<file path="src/rtl/loader_pkg.sv">
// Shared definitions for the boot-time block RAM loader: FSM states and frame constants.
package loader_pkg;

  typedef enum logic [2:0] {
    S_IDLE,
    S_LEN_LO,
    S_LEN_HI,
    S_DATA,
    S_CSUM,
    S_DONE,
    S_ERR
  } state_t;

  localparam int HDR_BYTES = 2;
  localparam int CSUM_W    = 8;

endpackage

</file>
<file path="src/rtl/byte_packer.sv">
// Assembles little-endian words from a byte stream; word_valid marks the byte that
// completes a word, with the completed word presented combinationally on word.
module byte_packer #(
  parameter int BYTES = 2,
  parameter int W     = BYTES * 8
) (
  input  logic         clk,
  input  logic         rst,
  input  logic         clear,
  input  logic         byte_en,
  input  logic [7:0]   byte_in,
  output logic [W-1:0] word,
  output logic         word_valid
);

  if (BYTES == 1) begin : g_single
    assign word       = byte_in;
    assign word_valid = byte_en;
  end else begin : g_multi
    localparam int LW = $clog2(BYTES);
    localparam logic [LW-1:0] LAST = LW'(BYTES - 1);

    logic [LW-1:0] lane;
    logic [W-9:0]  low_q;

    // The top lane is never stored: it is the byte arriving on the completing cycle.
    assign word       = {byte_in, low_q};
    assign word_valid = byte_en && (lane == LAST);

    always_ff @(posedge clk) begin
      if (rst || clear) begin
        lane  <= '0;
        low_q <= '0;
      end else if (byte_en) begin
        // NOTE: sequential state uses non-blocking assignments so every flop samples pre-edge values.
        if (lane == LAST) begin
          lane <= '0;
        end else begin
          lane                       <= lane + 1'b1;
          low_q[8*int'(lane) +: 8]   <= byte_in;
        end
      end
    end
  end

endmodule

</file>
<file path="src/rtl/bram_loader.sv">
// Boot loader: receives a length-prefixed, checksummed byte frame and writes the
// assembled words to consecutive RAM addresses, reporting done or error.
module bram_loader
  import loader_pkg::*;
#(
  parameter int memSize_p   = 8,
  parameter int dataWidth_p = 16
) (
  input  logic                   clk_i,
  input  logic                   rst_i,
  input  logic                   start_i,
  input  logic [7:0]             byte_i,
  input  logic                   byte_valid_i,
  output logic                   byte_ready_o,
  output logic                   mem_write_o,
  output logic [memSize_p-1:0]   mem_addr_o,
  output logic [dataWidth_p-1:0] mem_data_o,
  output logic                   busy_o,
  output logic                   done_o,
  output logic                   error_o,
  output logic                   hold_o
);

  localparam int                  BYTES    = dataWidth_p / 8;
  localparam logic [16:0]         DEPTH    = 17'(1) << memSize_p;
  localparam logic [memSize_p-1:0] ADDR_INC = memSize_p'(1);

  state_t             state;
  logic [7:0]         len_lo;
  logic [15:0]        remaining;
  logic [CSUM_W-1:0]  csum;
  logic               xfer;
  logic               accept_start;
  logic [15:0]        n_words;
  logic [dataWidth_p-1:0] word;
  logic               word_valid;

  assign byte_ready_o = (state == S_LEN_LO) || (state == S_LEN_HI) ||
                        (state == S_DATA)   || (state == S_CSUM);
  assign xfer         = byte_valid_i && byte_ready_o;
  assign accept_start = start_i && ((state == S_IDLE) || (state == S_DONE) || (state == S_ERR));
  assign n_words      = {byte_i, len_lo};

  assign busy_o  = byte_ready_o || mem_write_o;
  assign done_o  = (state == S_DONE);
  assign error_o = (state == S_ERR);
  assign hold_o  = !done_o;

  byte_packer #(
    .BYTES (BYTES),
    .W     (dataWidth_p)
  ) u_packer (
    .clk        (clk_i),
    .rst        (rst_i),
    .clear      (accept_start),
    .byte_en    (xfer && (state == S_DATA)),
    .byte_in    (byte_i),
    .word       (word),
    .word_valid (word_valid)
  );

  always_ff @(posedge clk_i) begin
    if (rst_i) begin
      state       <= S_IDLE;
      len_lo      <= '0;
      remaining   <= '0;
      csum        <= '0;
      mem_write_o <= 1'b0;
      mem_addr_o  <= '0;
      mem_data_o  <= '0;
    end else begin
      mem_write_o <= 1'b0;
      // Address advances once each write pulse retires, so the last word of a full RAM wraps it to 0.
      if (mem_write_o) begin
        mem_addr_o <= mem_addr_o + ADDR_INC;
      end

      case (state)
        S_IDLE, S_DONE, S_ERR: begin
          if (start_i) begin
            state      <= S_LEN_LO;
            csum       <= '0;
            mem_addr_o <= '0;
          end
        end
        S_LEN_LO: begin
          if (xfer) begin
            len_lo <= byte_i;
            state  <= S_LEN_HI;
          end
        end
        S_LEN_HI: begin
          if (xfer) begin
            remaining <= n_words;
            if ({1'b0, n_words} > DEPTH) begin
              state <= S_ERR;
            end else if (n_words == 16'd0) begin
              state <= S_CSUM;
            end else begin
              state <= S_DATA;
            end
          end
        end
        S_DATA: begin
          if (xfer) begin
            csum <= csum + byte_i;
            if (word_valid) begin
              mem_write_o <= 1'b1;
              mem_data_o  <= word;
              remaining   <= remaining - 16'd1;
              if (remaining == 16'd1) begin
                state <= S_CSUM;
              end
            end
          end
        end
        S_CSUM: begin
          if (xfer) begin
            state <= (byte_i == csum) ? S_DONE : S_ERR;
          end
        end
        default: state <= S_IDLE;
      endcase
    end
  end

endmodule
</file>
<file path="config.mk">
export PLATFORM = sky130hd
export DESIGN_NAME = bram_loader
export DESIGN_NICKNAME = d
export VERILOG_FILES = /design/src/rtl/loader_pkg.sv /design/src/rtl/byte_packer.sv /design/src/rtl/bram_loader.sv
export SDC_FILE = /design/constraint.sdc
export NUM_CORES = 1
export LEC_CHECK = 0
export CAP_MARGIN = 10
export CORE_UTILIZATION = 40
export DETAILED_ROUTE_END_ITERATION = 10
export GPL_ROUTABILITY_DRIVEN = 1
export HOLD_SLACK_MARGIN = 0.02
export PLACE_DENSITY_LB_ADDON = 0.3
export SETUP_SLACK_MARGIN = 0.15
export SYNTH_ARGS = -nofsm -noshare
export SYNTH_HDL_FRONTEND = slang
export SYNTH_HIERARCHICAL = 1
export SYNTH_SLANG_ARGS = --single-unit
</file>
<file path="constraint.sdc">
create_clock -name clk_i -period 2.23 [get_ports clk_i]
set_input_delay 0.3345 -clock clk_i [delete_from_list [all_inputs] [get_ports clk_i]]
set_output_delay 0.3345 -clock clk_i [all_outputs]
set_load 0.005 [all_outputs]
</file>
==> results.yml <==
cells_and_area:
  final_core_util_pct: 53.3
  area_growth_pct: 29.2
  finalNetCount: 542
  diodes: 0
  drive_above_1_share_pct: 16.6
  n_fill_cell: 831
run:
  maxCapViolations: 0
logic_synthesis:
  seq_area_frac_synth_pct: 38.6
  synth.net_count: 479
  synth_cell_types: 53
  avgSynthCellArea_sq_um: 7.85
  async_reset_ff_share_pct: 0
  synth_seq_cells: 69
  synth_edf_count: 0
  synth-main-ff-cell: "dfxtp_1"
  netlist_instances: 456
  ys_warn_count: 6
  netlist_area_sq_mm: 0.00358
power_and_ir_drop:
  p_sw_share_pct: 33.9
  pwr-share-clk_pct: 31.1
  leakage_uw: 0.00176
  power.density_mw_per_mm2: 828
  seq_power_share_pct: 36.7
  switchingPower_uw: 1300
  power.internal_uw: 2530
  pwr-share-comb_pct: 32.2
  vdd_drop_max_uv: 553
timing:
  fmax_mhz: 491
  rsz0062_at_grt: "true"
  worst_pin_slew_ns: 0.657
  setup_slack_ns: 0.194
  hold_viol_final: 0
  finalCritPeriodShare_pct: 91.3
  drv_slew: 0
  finalCriticalPeriod_ns: 2.04
  relSlewSlack_pct: 55.8
  setup_viol: 0
  finClkSkew_ns: 0.0119
route:
  route.detailed.drc: 0
  vias: 3485
  postRouteAntennaNets: 0
  first_pass_iters: 6
  wl_per_cell_microns: 15.1
  via_per_inst: 5.51
  wirelength_microns: 9560
  drtIter0Drc: 166
floorplanning:
  io_pins: 42
  core_area_sq_mm: 0.00868
  start_util_pct: 41.2
  fp.dieW_microns: 96.6
  std_cell_rows: 34
  dieArea_sq_mm: 0.00933
  chipHeight_microns: 96.6
place:
  dp_hpwl_microns: 6580
  place_congestion: 0.858
  portBuffers: 41
  post-place-ws_ns: -0.214
critical_path:
  critical_path.startpoint_type: "register"
  crit_type: "reg -> reg"
  r2r_cells: 5
  r2r_slack_ns: 0.19
  reg2reg_from: "remaining[9]$_SDFFE_PP0P_"
  cp.required_ns: 2.47
  end_kind: "register"
  worstReg2RegEnd: "remaining[14]$_SDFFE_PP0P_"
  worstPathArrival_ns: 2.28
  cp_max_fo: 6
grt:
  grt_pass1_wl_microns: 14900
  track_usage_pct: 21.3
  grt_pass1_vias: 3122
  gr-total-overflow: 0
  grt_max_degree: 28
  antenna_found_initial: 0
clocking:
  numCtsBuffers: 9
  h-tree-depth: 3
  clk_latency_ns: 0.36
  cts_buffer_depth: 2
  tritoncts: "built"
  cts.sinks: 69
  clk_pin_slew_ns: 0.08
  cts_hold_buf: 0
  cts_root_buf: "clkbuf_8"
hold_path:
  worstHoldStart: "rst_i"
  hold_end: "mem_write_o$_SDFF_PP0_"
  hp-class: "in -> reg"
  hold_depth: 2
status:
  outcome: "finished, final reports clean"
-- power by group through the flow --
stage / clock (uW) / combinational [uW] / sequential (uW)
global placement: 0 / 1070 / 1420
global route: 1270 / 1340 / 1420
floorplan: 0 / 737 / 1380
finish: 1190 / 1230 / 1400
CTS: 1220 / 1130 / 1400
detailed placement: 0 / 1090 / 1420
-- worst max-delay path, stage by stage, from the launching register on --
cell and delay, ns:
dfxtp_1 0.33, or4_4 0.56, or4_4 0.49, o311a_1 0.31
a21oi_1 0.12, a31oi_1 0.10
-- routing by layer --
metal  part of all wire [%]  vias to the layer above  wire length (microns)  track usage [%]
li1                       -                     1747                      -                -
met1                     47                     1609                   4480             28.4
met2                     46                      110                   4440             33.0
met3                    5.1                       19                    489             5.09
met4                    1.6                        0                    155             8.21
met5                      0                        -                      0                0
-- cells in the final DEF, fill, tap and decap left out, types with 7 or more instances in the layout --
cell,synthesis,layout
clkbuf_8,0,9
dfxtp_1,69,64
nand3_1,13,12
ha_1,10,10
a211oi_1,7,7
nand2_1,77,77
a21oi_1,48,48
inv_1,8,8
nor3_1,8,8
buf_4,10,46
clkdlybuf4s50_1,0,39
xor2_1,9,9
nor2_1,39,38
mux2i_1,10,10
o21ai_0,22,22
-- final cells by class --
| type | instances | area (sq um) | area share, % |
|---|---|---|---|
| inverters | 8 | 30.0 | 0.650 |
| flip-flops and latches | 69 | 1390 | 30.1 |
| clock buffers | 9 | 124 | 2.68 |
| well taps | 108 | 135 | 2.92 |
| repair buffers | 89 | 772 | 16.7 |
| clock inverters | 7 | 104 | 2.25 |
| multi-input cells | 342 | 2070 | 44.7 |
-- state kept, by name, indices dropped and copies added, names as in the netlist --
name and flops:
mem_data_o 16, u_packer/g_multi.lane 1, mem_write_o 1, remaining 16, state 3, len_lo 8
u_packer/g_multi.low_q 8, mem_addr_o 8, csum 8
-- worst max-delay path by stage --
stage / startpoint / end / cells past startpoint
final: remaining[9]$_SDFFE_PP0P_ / remaining[14]$_SDFFE_PP0P_ / 5
after global routing: byte_i[4] / state[0]$_SDFFE_PP0P_ / 7
after CTS: remaining[7]$_SDFFE_PP0P_ / state[2]$_SDFFE_PP0P_ / 5
after detailed placement: byte_i[4] / state[1]$_SDFFE_PP0P_ / 7
after global placement: byte_i[1] / csum[7]$_SDFFE_PP0P_ / 7
after floorplan: remaining[7]$_SDFFE_PP0P_ / remaining[14]$_SDFFE_PP0P_ / 7
-- cells in the mapped netlist, drive strengths merged (3+ instances only) --
library cell,count,area share (%)
or2,3,0.52
inv,8,0.84
buf,13,2.5
a21oi,48,6.7
or4,7,1.5
clkbuf,24,2.5
nor2,39,4.1
xor2,9,2.2
o41ai,3,0.73
nand3,13,1.8
a21o,5,1.0
nand4,6,1.0
or3,4,0.73
mux2i,10,2.8
and3,6,1.0
nand2,77,8.1
nand3b,3,0.63
a22oi,6,1.3
nor3,8,1.1
dfxtp,69,39
and2,5,0.87
o22ai,3,0.52
nor4,6,1.0
nand2b,6,1.0
xnor2,4,0.98
nor2b,4,0.70
o21ai,22,3.1
ha,10,3.5
a211oi,7,1.5
-- cell families (layout without fill, tap and decap cells) --
logic type / Yosys count / count (layout) / share of synthesized area (%)
flops: 69 / 69 / 38.6
compound gates: 116 / 116 / 20.0
xor+xnor: 13 / 13 / 3.18
buf+inv: 45 / 113 / 5.87
fa+ha+maj: 11 / 11 / 4.06
simple gates: 191 / 191 / 25.1
mux: 11 / 11 / 3.11
-- stage by stage --
step	setup TNS [ns]	std cells	hold slack, ns	total power, uW	area (sq um)
after detailed placement	-0.913	613	0.446	2510	4280
after global placement	-0.731	613	0.443	2490	4280
after floorplan	0	456	0.432	2110	3590
after global routing	0	632	0.317	4030	4620
after CTS	0	630	0.312	3740	4530
final	0	632	0.324	3820	4620
-- what timing repair did --
action	4_1_cts	5_1_grt
hold endpoints to repair	0	0
pin swaps	0	4
endpoints found under the setup margin	9	18
resized for setup	7	17
buffers inserted	1	2
(Power assumes the default switching activity.)
